===== src/rtl/p09_breakout_pkg.sv =====
// Shared breakout constants: screen and paddle geometry, paddle FSM encoding
// and the speed width used by the paddle controller.
package p09_breakout_pkg;

    localparam int SCREEN_W  = 640;
    localparam int SEG_W     = 8;
    localparam int SEG_COUNT = 6;
    localparam int PADDLE_W  = SEG_W * SEG_COUNT;

    localparam int SPEED_W = 4;

    // Rightmost legal left edge, and the midpoint of the legal range.
    localparam logic [9:0] X_MAX_DEFAULT    = 10'(SCREEN_W - PADDLE_W);
    localparam logic [9:0] X_CENTER_DEFAULT = 10'((SCREEN_W - PADDLE_W) / 2);

    typedef enum logic [1:0] {
        ST_IDLE   = 2'd0,
        ST_MOVE_L = 2'd1,
        ST_MOVE_R = 2'd2
    } paddle_state_t;

endpackage


===== src/rtl/p09_sync2.sv =====
// Two-flop synchroniser for a raw asynchronous level input.
module p09_sync2 (
    input  logic clk,
    input  logic rst,
    input  logic d,
    output logic q
);

    logic meta;

    // Shift the raw input through two flops to settle metastability.
    always_ff @(posedge clk or posedge rst) begin
        if (rst) begin
            meta <= 1'b0;
            q    <= 1'b0;
        end else begin
            meta <= d;
            q    <= meta;
        end
    end

endmodule


===== src/rtl/p09_paddle_controller.sv =====
// Breakout paddle position sequencer: one position update per frame tick,
// press-and-hold acceleration, clamped to [X_MIN, X_MAX].
//
// Handshake note: there is no valid/ready traffic here. recenter is a
// single-cycle request that is latched until the next frame tick; frame_start
// is a level whose rising edge is the only event that advances any state.
module p09_paddle_controller
    import p09_breakout_pkg::*;
#(
    parameter logic [9:0] X_MIN        = 10'd0,
    parameter logic [9:0] X_MAX        = X_MAX_DEFAULT,
    parameter logic [9:0] X_CENTER     = X_CENTER_DEFAULT,
    parameter logic [3:0] SPEED_MIN    = 4'd1,
    parameter logic [3:0] SPEED_MAX    = 4'd8,
    parameter logic [3:0] ACCEL_FRAMES = 4'd4
) (
    input  logic               clk,
    input  logic               rst,
    input  logic               btn_left,
    input  logic               btn_right,
    input  logic               recenter,
    input  logic               frame_start,
    output logic [9:0]         x,
    output logic [SPEED_W-1:0] speed,
    output logic               moving,
    output logic               at_left,
    output logic               at_right
);

    paddle_state_t      state, state_n;
    logic [9:0]         x_n;
    logic [SPEED_W-1:0] speed_n;
    logic [3:0]         accel_cnt, accel_cnt_n, accel_cnt_inc;
    logic               bl, br;
    logic               frame_start_d;
    logic               recenter_pend;
    logic               tick;
    logic               recenter_now;
    logic               want_l, want_r;
    logic [SPEED_W-1:0] step;
    logic [10:0]        x_wide, step_wide;

    p09_sync2 u_sync_left  (.clk(clk), .rst(rst), .d(btn_left),  .q(bl));
    p09_sync2 u_sync_right (.clk(clk), .rst(rst), .d(btn_right), .q(br));

    assign tick         = frame_start & ~frame_start_d;
    assign recenter_now = recenter_pend | recenter;
    // Both buttons together count as no request.
    assign want_l       = bl & ~br;
    assign want_r       = br & ~bl;

    // State register plus position/speed registers, all gated by the tick.
    always_ff @(posedge clk or posedge rst) begin
        if (rst) begin
            state         <= ST_IDLE;
            x             <= X_CENTER;
            speed         <= '0;
            accel_cnt     <= '0;
            frame_start_d <= 1'b0;
            recenter_pend <= 1'b0;
        end else begin
            frame_start_d <= frame_start;
            if (tick) begin
                recenter_pend <= 1'b0;
                state         <= state_n;
                x             <= x_n;
                speed         <= speed_n;
                accel_cnt     <= accel_cnt_n;
            end else if (recenter) begin
                recenter_pend <= 1'b1;
            end
        end
    end

    // Next-state decision; a pending recenter overrides the buttons.
    always_comb begin
        state_n = state;
        if (recenter_now) begin
            state_n = ST_IDLE;
        end else begin
            case (state)
                ST_IDLE:   state_n = want_l ? ST_MOVE_L : (want_r ? ST_MOVE_R : ST_IDLE);
                ST_MOVE_L: state_n = want_l ? ST_MOVE_L : (want_r ? ST_MOVE_R : ST_IDLE);
                ST_MOVE_R: state_n = want_r ? ST_MOVE_R : (want_l ? ST_MOVE_L : ST_IDLE);
                default:   state_n = ST_IDLE;
            endcase
        end
    end

    // Speed, acceleration counter and clamped position for the chosen state.
    // The counter runs modulo ACCEL_FRAMES; each time it lands on the last
    // value the speed steps up, so every speed lasts ACCEL_FRAMES frames.
    always_comb begin
        speed_n       = '0;
        accel_cnt_n   = '0;
        step          = '0;
        x_n           = x;
        accel_cnt_inc = (accel_cnt == ACCEL_FRAMES - 4'd1) ? 4'd0 : accel_cnt + 4'd1;
        if (recenter_now) begin
            x_n = X_CENTER;
        end else if (state_n != ST_IDLE) begin
            if (state_n != state) begin
                // Entry from IDLE or by reversal restarts the ramp.
                step        = SPEED_MIN;
                speed_n     = SPEED_MIN;
                accel_cnt_n = '0;
            end else begin
                // The step applied now is the old speed; a raise shows next tick.
                step        = speed;
                accel_cnt_n = accel_cnt_inc;
                speed_n     = speed;
                if (accel_cnt_inc == ACCEL_FRAMES - 4'd1 && speed < SPEED_MAX)
                    speed_n = speed + 4'd1;
            end
        end
        x_wide    = {1'b0, x};
        step_wide = 11'(step);
        if (!recenter_now && state_n == ST_MOVE_L)
            x_n = (x_wide < {1'b0, X_MIN} + step_wide) ? X_MIN : 10'(x_wide - step_wide);
        else if (!recenter_now && state_n == ST_MOVE_R)
            x_n = (x_wide + step_wide > {1'b0, X_MAX}) ? X_MAX : 10'(x_wide + step_wide);
    end

    // Status outputs decoded from registered state and position.
    always_comb begin
        moving   = (state != ST_IDLE);
        at_left  = (x == X_MIN);
        at_right = (x == X_MAX);
    end

endmodule


===== config.mk =====
export PLATFORM = sky130hd
export DESIGN_NAME = p09_paddle_controller
export DESIGN_NICKNAME = d
export VERILOG_FILES = /design/src/rtl/p09_breakout_pkg.sv /design/src/rtl/p09_sync2.sv /design/src/rtl/p09_paddle_controller.sv
export SDC_FILE = /design/constraint.sdc
export NUM_CORES = 1
export LEC_CHECK = 0
export ABC_AREA = 1
export CORE_AREA = 10 10 82 84
export CTS_CLUSTER_DIAMETER = 80
export DETAILED_ROUTE_END_ITERATION = 12
export DIE_AREA = 0 0 92 94
export DONT_BUFFER_PORTS = 1
export PLACE_DENSITY = 0.57
export SLEW_MARGIN = 20
export SYNTH_ARGS = -nofsm -noshare
export SYNTH_HDL_FRONTEND = slang
export SYNTH_SLANG_ARGS = --single-unit

===== constraint.sdc =====
create_clock -name clk -period 3.4 [get_ports clk]
set_input_delay 0.68 -clock clk [delete_from_list [all_inputs] [get_ports clk]]
set_output_delay 0.68 -clock clk [all_outputs]
set_load 0.01 [all_outputs]

==> flow_results.org, run 1 <==
** Status
- Outcome :: completed

** Drt
- Summing over every cut layer, the via total after detailed routing is 1748.
- DRC Markers :: 0
- Count of nets left with antenna violations after detail routing :: 0
- The first detailed-routing pass took 4 iterations.
- After the first detailed-routing iteration, the DRC count stood at 89.
- After detailed routing, the number of vias per cell comes to 4.98.
- Per-cell routed wire length :: 14.3 um
- For this block, the routed nets add up to 5.00 mm of wire.

** Setup path
- Crit path arrival time :: 3200 ps
- Kind of start point of the critical path :: input pin
- Crit. End Element :: flip-flop
- Highest fanout seen on the critical path :: 9
- The startpoint identified for the worst register-to-register timing path is recenter_pend.
- For flop-to-flop paths, the worst setup slack is 380 ps.
- The critical path ends at x[0].
- Capture point of the worst reg-to-reg path :: x[0]
- Number of cells on the worst reg-to-reg path :: 22
- Required time at the endpoint of the critical path :: 3580 ps
- Setup Crit Path Kind :: input pin to flip-flop
- Crit. Startpoint :: recenter

** Clocking
- # hold bufs at CTS :: 0
- TritonCTS buffer count :: 3
- Source-to-sink clock delay at the later pin of the worst-skew pair :: 280 ps
- TritonCTS built the clock tree.
- CTS built an H-tree with a depth of 1.
- For this design, the sink count on the clock tree is 26.
- Largest buffer count on any clock path :: 2
- The tree is rooted in a clkbuf_8.
- Worst-path clk slew :: 100 ps

** Floorplanning
- Horiz. Die Dim :: 92 um
- Count of standard-cell rows :: 26
- Core area :: 5070 sq um
- Total die area :: 8650 sq um
- Count of pins on the block boundary :: 23
- Die extent in y :: 94 um
- Once the floorplan was initialized, standard cells occupied 40.0% of the core.

** Job
- Max Cap Viol :: 0

** Finish
- After routing the design area is 2210 sq um.
- The final layout contains 301 nets.
- Count of antenna diodes in the layout :: 0
- Leaving out fill and tap cells, the most frequent cells in the layout are 65 x nand2_1, 36 x inv_1, 27 x nor2_1.
- Growth of design area from synthesis to finish :: 8.76%
- The post-route netlist has 14.2% of its cells at a drive strength greater than 1.
- Most common cell after layout, fill and taps aside :: nand2_1
- Measured on the finished design, the core utilization comes to 43.5%.

** Synthesis
- FF+latch count, synth :: 26
- Flip-flop cell with the highest count after synthesis :: dfrtp_1
- The number of nets in the synthesized netlist is 296.
- In this run the cell area of the synthesized design comes to 2030 sq um.
- Number of synthesis warnings :: 0
- Share of the yosys chip area belonging to registers :: 32.3%
- Count of distinct cell types in the synthesized netlist :: 37
- Number of enable flip-flop cells after synthesis :: 0
- Average instance area after synthesis :: 7.32 sq um
- Count of mapped cells out of synthesis :: 277
- Async set-reset flop share out of synthesis :: 100%

** STA
- Clock skew after layout :: 8.05 ps
- Setup violations remaining at the end of the flow were counted as 0.
- The number of hold-slack violations in the final timing report came to 0.
- Slew margin rel. :: 37.3%
- The worst path uses 88.9% of the clock period.
- The final number of max-transition violations came to 0.
- Final TNS setup :: 0 ps
- For this run, the top clock speed supported by timing is 331 MHz.
- Transition time of the tightest slew-check pin :: 935 ps
- Minimum clock period after layout :: 3020 ps
- Final-layout worst hold slack :: 353 ps

** Power and ir drop
- Power Dens Cells :: 376 nW/um^2
- Switching power total :: 0.279 mW
- Internal power of the cells :: 0.551 mW
- Net switching is 33.6% of the power.
- The worst-case IR drop observed on VDD is 193 uV.
- The design draws 0.830 mW.
- Combinational group share of total power :: 22.3%
- The clock network burns 31.6% of the power.
- Part of the total power dissipated in sequential elements :: 46.1%
- Static Leak :: 1.05 nW

** Place
- Number of input and output port buffers inserted :: 0
- Gpl congestion :: 0.884
- Summed over all nets, the half-perimeter wirelength after detailed placement is 3.99 mm.
- After detailed placement, the total cell area comes to 2120 sq um.

** Global route
- Remaining Overflow, GRT :: 0
- The first global-routing pass estimated 8.72 mm of wire.
- The number of antenna violations at the first check in global routing was 0.
- GRT Util Overall :: 12.2%
- Entering global routing, the biggest net connects 27 pins.
- The number of global-route vias before repair was 1805.

** Worst hold path
- Counting instances, the worst hold path has a depth of 0.
- In this run the worst hold path is classified as flip-flop to flip-flop.
## layer usage
metal  global-route usage (%)  vias up  part of all wire, %  wire (um)
met1                     14.9      794                   44       2220
met5                        0        -                    0          0
met2                     20.5       56                   47       2350
met4                     5.01        0                  1.6         82
met3                     2.64        9                  7.0        350
li1                         -      889                    -          -
## cell usage after synthesis (3+ instances only)
cell / number / share of area [%]
dfrtp_1: 23 / 28
ha_1: 11 / 6.8
a21oi_1: 13 / 3.2
nor2_1: 27 / 5.0
nand2_1: 65 / 12
inv_4: 3 / 0.93
dfstp_2: 3 / 3.9
inv_2: 7 / 1.3
o21ai_0: 10 / 2.5
xor2_1: 8 / 3.5
inv_1: 37 / 6.8
nand3_1: 26 / 6.4
o22ai_1: 3 / 0.93
o21ai_1: 4 / 0.99
nand4_1: 5 / 1.5
nand2_2: 3 / 0.93
## state kept, by name, indices dropped and copies added (netlist names)
| register | flops |
|---|---|
| accel_cnt | 4 |
| frame_start_d | 1 |
| recenter_pend | 1 |
| speed | 4 |
| state | 2 |
| u_sync_left.meta | 1 |
| u_sync_left.q | 1 |
| u_sync_right.meta | 1 |
| u_sync_right.q | 1 |
| x | 10 |
## critical path: stages
cell,delay (ps)
nor2_4,170
nand3_2,130
xor2_1,210
nand2_1,130
o21ai_1,160
inv_1,80
ha_1,220
fa_1,480
nand3_1,160
nand2_2,80
nand2_1,60
nand2_1,70
inv_1,50
nand2_1,40
nand2_1,50
nand2_1,60
nand2_2,80
nand2_4,80
nand2_1,70
nand2_1,50
nand2_1,50
nand2_1,40
## final cells by class
cell class,count,area (sq um)
Inverter,47,184
Fill cell,534,2870
Tap cell,70,87.6
Clock buffer,3,41.3
Sequential cell,26,654
Multi-Input combinational cell,202,1190
Clock inverter,1,30.0
Timing Repair Buffer,2,15.0
## worst min path at each step
stage / from / to / slack (ps)
4_1_cts: u_sync_right.meta / u_sync_right.q / 360
6_report: u_sync_left.meta / u_sync_left.q / 350
3_5_place_dp: u_sync_right.meta / u_sync_right.q / 330
3_3_place_gp: u_sync_left.meta / u_sync_left.q / 330
2_1_floorplan: u_sync_left.meta / u_sync_left.q / 330
5_1_grt: u_sync_left.meta / u_sync_left.q / 370
## through the flow
step	worst slack [ps]	instances
floorplan	372	277
global placement	11.8	347
detailed placement	-2.96	347
CTS	283	351
global route	-0.690	351
finish	379	351
## power groups by stage
stage / Clock (mW) / Combinational (mW) / Sequential [mW]
floorplan: 0 / 0.155 / 0.371
global placement: 0 / 0.184 / 0.388
detailed placement: 0 / 0.183 / 0.388
CTS: 0.267 / 0.184 / 0.382
global route: 0.280 / 0.216 / 0.387
finish: 0.262 / 0.185 / 0.382
## what timing repair did
| item | CTS | global route |
|---|---|---|
| gates resized for setup | 0 | 3 |
| hold endpoints to repair | 0 | 0 |
| endpoints found under the setup margin | 0 | 8 |
| buffers inserted | 0 | 0 |
## kinds of logic (layout without fill, tap and decap cells)
kind of cell    after synthesis  count (layout)  synth area share (%)
compound gates               42              42                  13.7
simple gates                137             137                  31.3
flops                        26              26                  32.3
xor+xnor                     10              10                  4.32
fa+ha+maj                    13              13                  8.76
buf+inv                      49              53                  9.69
No activity file was read; power rests on OpenSTA's default activity.
==> run 2, diff against run 1 <==
Settings changed: SLEW_MARGIN 20 to 15.
==> run 2 against run 1 <==
Compared with the run above: core utilization unchanged; non-clock buffer count did not move; cell count did not move; sequential power barely moved; highest routed layer unchanged.
==> flow_results.org, run 2 (same netlist as run 1, synthesis figures left out) <==
** Place
- Number of input and output port buffers inserted :: 0 (unchanged)
- Gpl congestion :: 0.884 (unchanged)
- Placed inst area :: 2120 sq um (unchanged)
- Post-Place Setup Slack :: -2.96 ps (unchanged)
- The HPWL reported at the end of detailed placement was 3.99 mm (unchanged).

** Finish
- Registers with the highest flip-flop counts :: x x10, accel_cnt x4, speed x4 (unchanged)
- The layout filler cell count came to 534 (unchanged).
- Most common cell after layout, fill and taps aside :: nand2_1 (unchanged)
- Most used cells in the layout excluding fill and tap cells: 65 x nand2_1, 37 x inv_1, 27 x nor2_1 (was 65 x nand2_1, 36 x inv_1, 27 x nor2_1).
- Area of all placed cells without fillers :: 2210 sq um (unchanged)
- Largest register by flop count :: x (unchanged)
- Growth of design area from synthesis to finish :: 8.76% (unchanged)
- The fraction of final layout cells with drive strength greater than 1 was 14.2% (unchanged).
- The net count of the finished layout was 301 (unchanged).
- Largest register FFs :: 10 (unchanged)
- The number of antenna diodes was 0 (unchanged).

** STA
- The final critical path time including I/O delays and setup is 3020 ps (about the same).
- Clock skew after layout :: 8.01 ps (was 8.05 ps)
- Final number of hold-violating endpoints :: 0 (unchanged)
- Fin crit share :: 88.9% (about the same)
- The slew of the pin with the lowest slew margin was 999 ps (was 935 ps).
- Slew margin rel. :: 33.3% (was 37.3%)
- Max Freq :: 331 MHz (about the same)
- Final-report setup violation count :: 0 (unchanged)
- The post-layout worst setup margin came to 379 ps (about the same).
- The final number of max-transition violations is 0 (unchanged).

** Clocking
- Source-to-sink clock delay at the later pin of the worst-skew pair :: 280 ps (about the same)
- The clock-pin slew reported for the worst setup and hold paths after clock tree synthesis came to 100 ps (about the same).
- TritonCTS buffer count :: 3 (unchanged)
- CTS tree :: done (unchanged)
- The setup fix buffers added after clock tree synthesis was 0 (unchanged).
- The deepest level of the CTS H-tree is 1 (unchanged).
- The number of sinks driven by the clock tree was 26 (unchanged).
- The maximum root-to-sink buffer count came to 2 (unchanged).
- The clock tree root driver cell was clkbuf_8 (unchanged).

** Setup path
- Setup Crit Path Kind :: input pin to flip-flop (unchanged)
- Cell at the slowest stage of the critical path :: fa_1 (unchanged)
- Largest delay share family, worst path :: simple AND/OR/NAND/NOR gates (unchanged)
- Required time at the endpoint of the critical path :: 3580 ps (about the same)
- Ordered list of cells on the worst path: nor2_4, nand3_2, xor2_1, nand2_1, o21ai_1, inv_1, ha_1, fa_1, nand3_1, nand2_2, nand2_1, nand2_1, inv_1, nand2_1, nand2_1, nand2_1, nand2_2, nand2_4, nand2_1, nand2_1, nand2_1, nand2_1 (unchanged).
- Critical Path Most Common Cell :: nand2_1 (unchanged)
- The buffering stage count on the worst path with inverters included came to 2 (unchanged).
- Kind of start point of the critical path :: input pin (unchanged)
- The endpoint type of the worst setup path was a flip-flop (unchanged).
- The largest driver fanout on the critical path is 9 (unchanged).
- The signal arrival time at the worst endpoint is 3200 ps (about the same).
- Slowest Stage Delay on Critical Path :: 480 ps (about the same)

** Floorplanning
- Horiz. Die Dim :: 92 um (unchanged)
- The area of the core is 5070 sq um (unchanged).
- The floorplan die height was 94 um (unchanged).
- Effective utilization at floorplan :: 40.0% (unchanged)
- Count of standard-cell rows :: 26 (unchanged)
- Total die area :: 8650 sq um (unchanged)
- The number of top-level pins was 23 (unchanged).

** Global route
- The number of global-route vias before repair was 1805 (unchanged).
- The maximum number of pins on one net before global-route repair was 27 (unchanged).
- GRT Util Overall :: 12.2% (unchanged)
- The number of antenna violations at the first check in global routing is 0 (unchanged).
- The sum of overflow across all layers after global routing came to 0 (unchanged).
- The wire length of the first global-routing pass was 8.72 mm (unchanged).

** Drt
- The number of design rule violations left after detail routing is 0 (unchanged).
- The via density per instance is 4.98 (unchanged).
- Initial detailed-routing violation count :: 89 (unchanged)
- Count of nets left with antenna violations after detail routing :: 0 (unchanged)
- Routed wire length :: 5.01 mm (was 5.00 mm)
- Pre-antenna DRT Iters :: 4 (unchanged)
- The final routed wire length divided by cell count was 14.3 um (about the same).
- The routed via count is 1748 (unchanged).

** Power and ir drop
- The maximum vdd drop came to 193 uV (about the same).
- The leakage power total is 1.06 nW (was 1.05 nW).
- The total power density per cell area is 376 nW/um^2 (about the same).

** Status
- Outcome :: completed (unchanged)

** Worst hold path
- The classification of the worst-slack hold path was flip-flop to flip-flop (unchanged).

** Job
- The number of max-capacitance violations reported was 0 (unchanged).
==> run 2: path summary, 6_finish.rpt <==
path | from | to | slack [ps] | cells past startpoint
worst max-delay path | recenter | x[0] | 380 | 22
worst min register to register | u_sync_left.meta | u_sync_left.q | 350 | 0
max in group asynchronous | rst | accel_cnt[0] | 2280 | 1
worst min-delay path | u_sync_left.meta | u_sync_left.q | 350 | 0
min in group asynchronous | rst | x[1] | 520 | 1
worst max register to register | recenter_pend | x[0] | 380 | 22
==> run 2: worst register-to-register path: cells and delay by family (launching register included) <==
| kind | cells | cell delay [ps] |
|---|---|---|
| adder cells (fa/ha/maj) | 2 | 700 |
| AND/OR/NAND/NOR | 16 | 1340 |
| XOR/XNOR | 1 | 210 |
| flip-flops | 1 | 400 |
| AO/OA/AOI/OAI | 1 | 160 |
| buffers and inverters | 2 | 130 |
==> run 2: report_power, final <==
group,leakage [nW],internal (mW),switching (mW)
Combinational,0.698,0.0609,0.124
Clock,0.0357,0.158,0.104
Sequential,0.325,0.333,0.0497
Total,1.06,0.551,0.279
==> run 2: stage by stage <==
step                util, %  hold slack (ps)  total power [mW]  std cells  setup TNS, ps
detailed placement     41.7              335             0.571        347          -2.96
global placement       41.7              332             0.572        347              0
finish                 43.5              353             0.830        351              0
global route           43.5              366             0.882        351         -0.690
floorplan                 -              331             0.526        277              0
CTS                    43.1              356             0.832        351              0
==> run 2: area by class of cell <==
class | instances | area (sq um) | area share (%)
tap | 70 | 87.6 | 3.97
clock inverter | 1 | 30.0 | 1.36
clock buffer | 3 | 41.3 | 1.87
inverter | 47 | 184 | 8.34
timing repair buffer | 2 | 15.0 | 0.681
multi-input combinational | 202 | 1190 | 54.1
sequential | 26 | 654 | 29.7
==> run 2: per-layer routing <==
layer	part of all wire [%]	vias up	GRT usage (%)	routed length, um
li1	-	889	-	-
met1	44	794	14.9	2220
met2	47	56	20.5	2350
met3	7.0	9	2.64	350
met4	1.6	0	5.01	82
met5	0	-	0	0
==> run 2: timing repair <==
action,CTS,global route
resized for setup,0,3
endpoints found under the setup margin,0,8
hold buffers,0,0
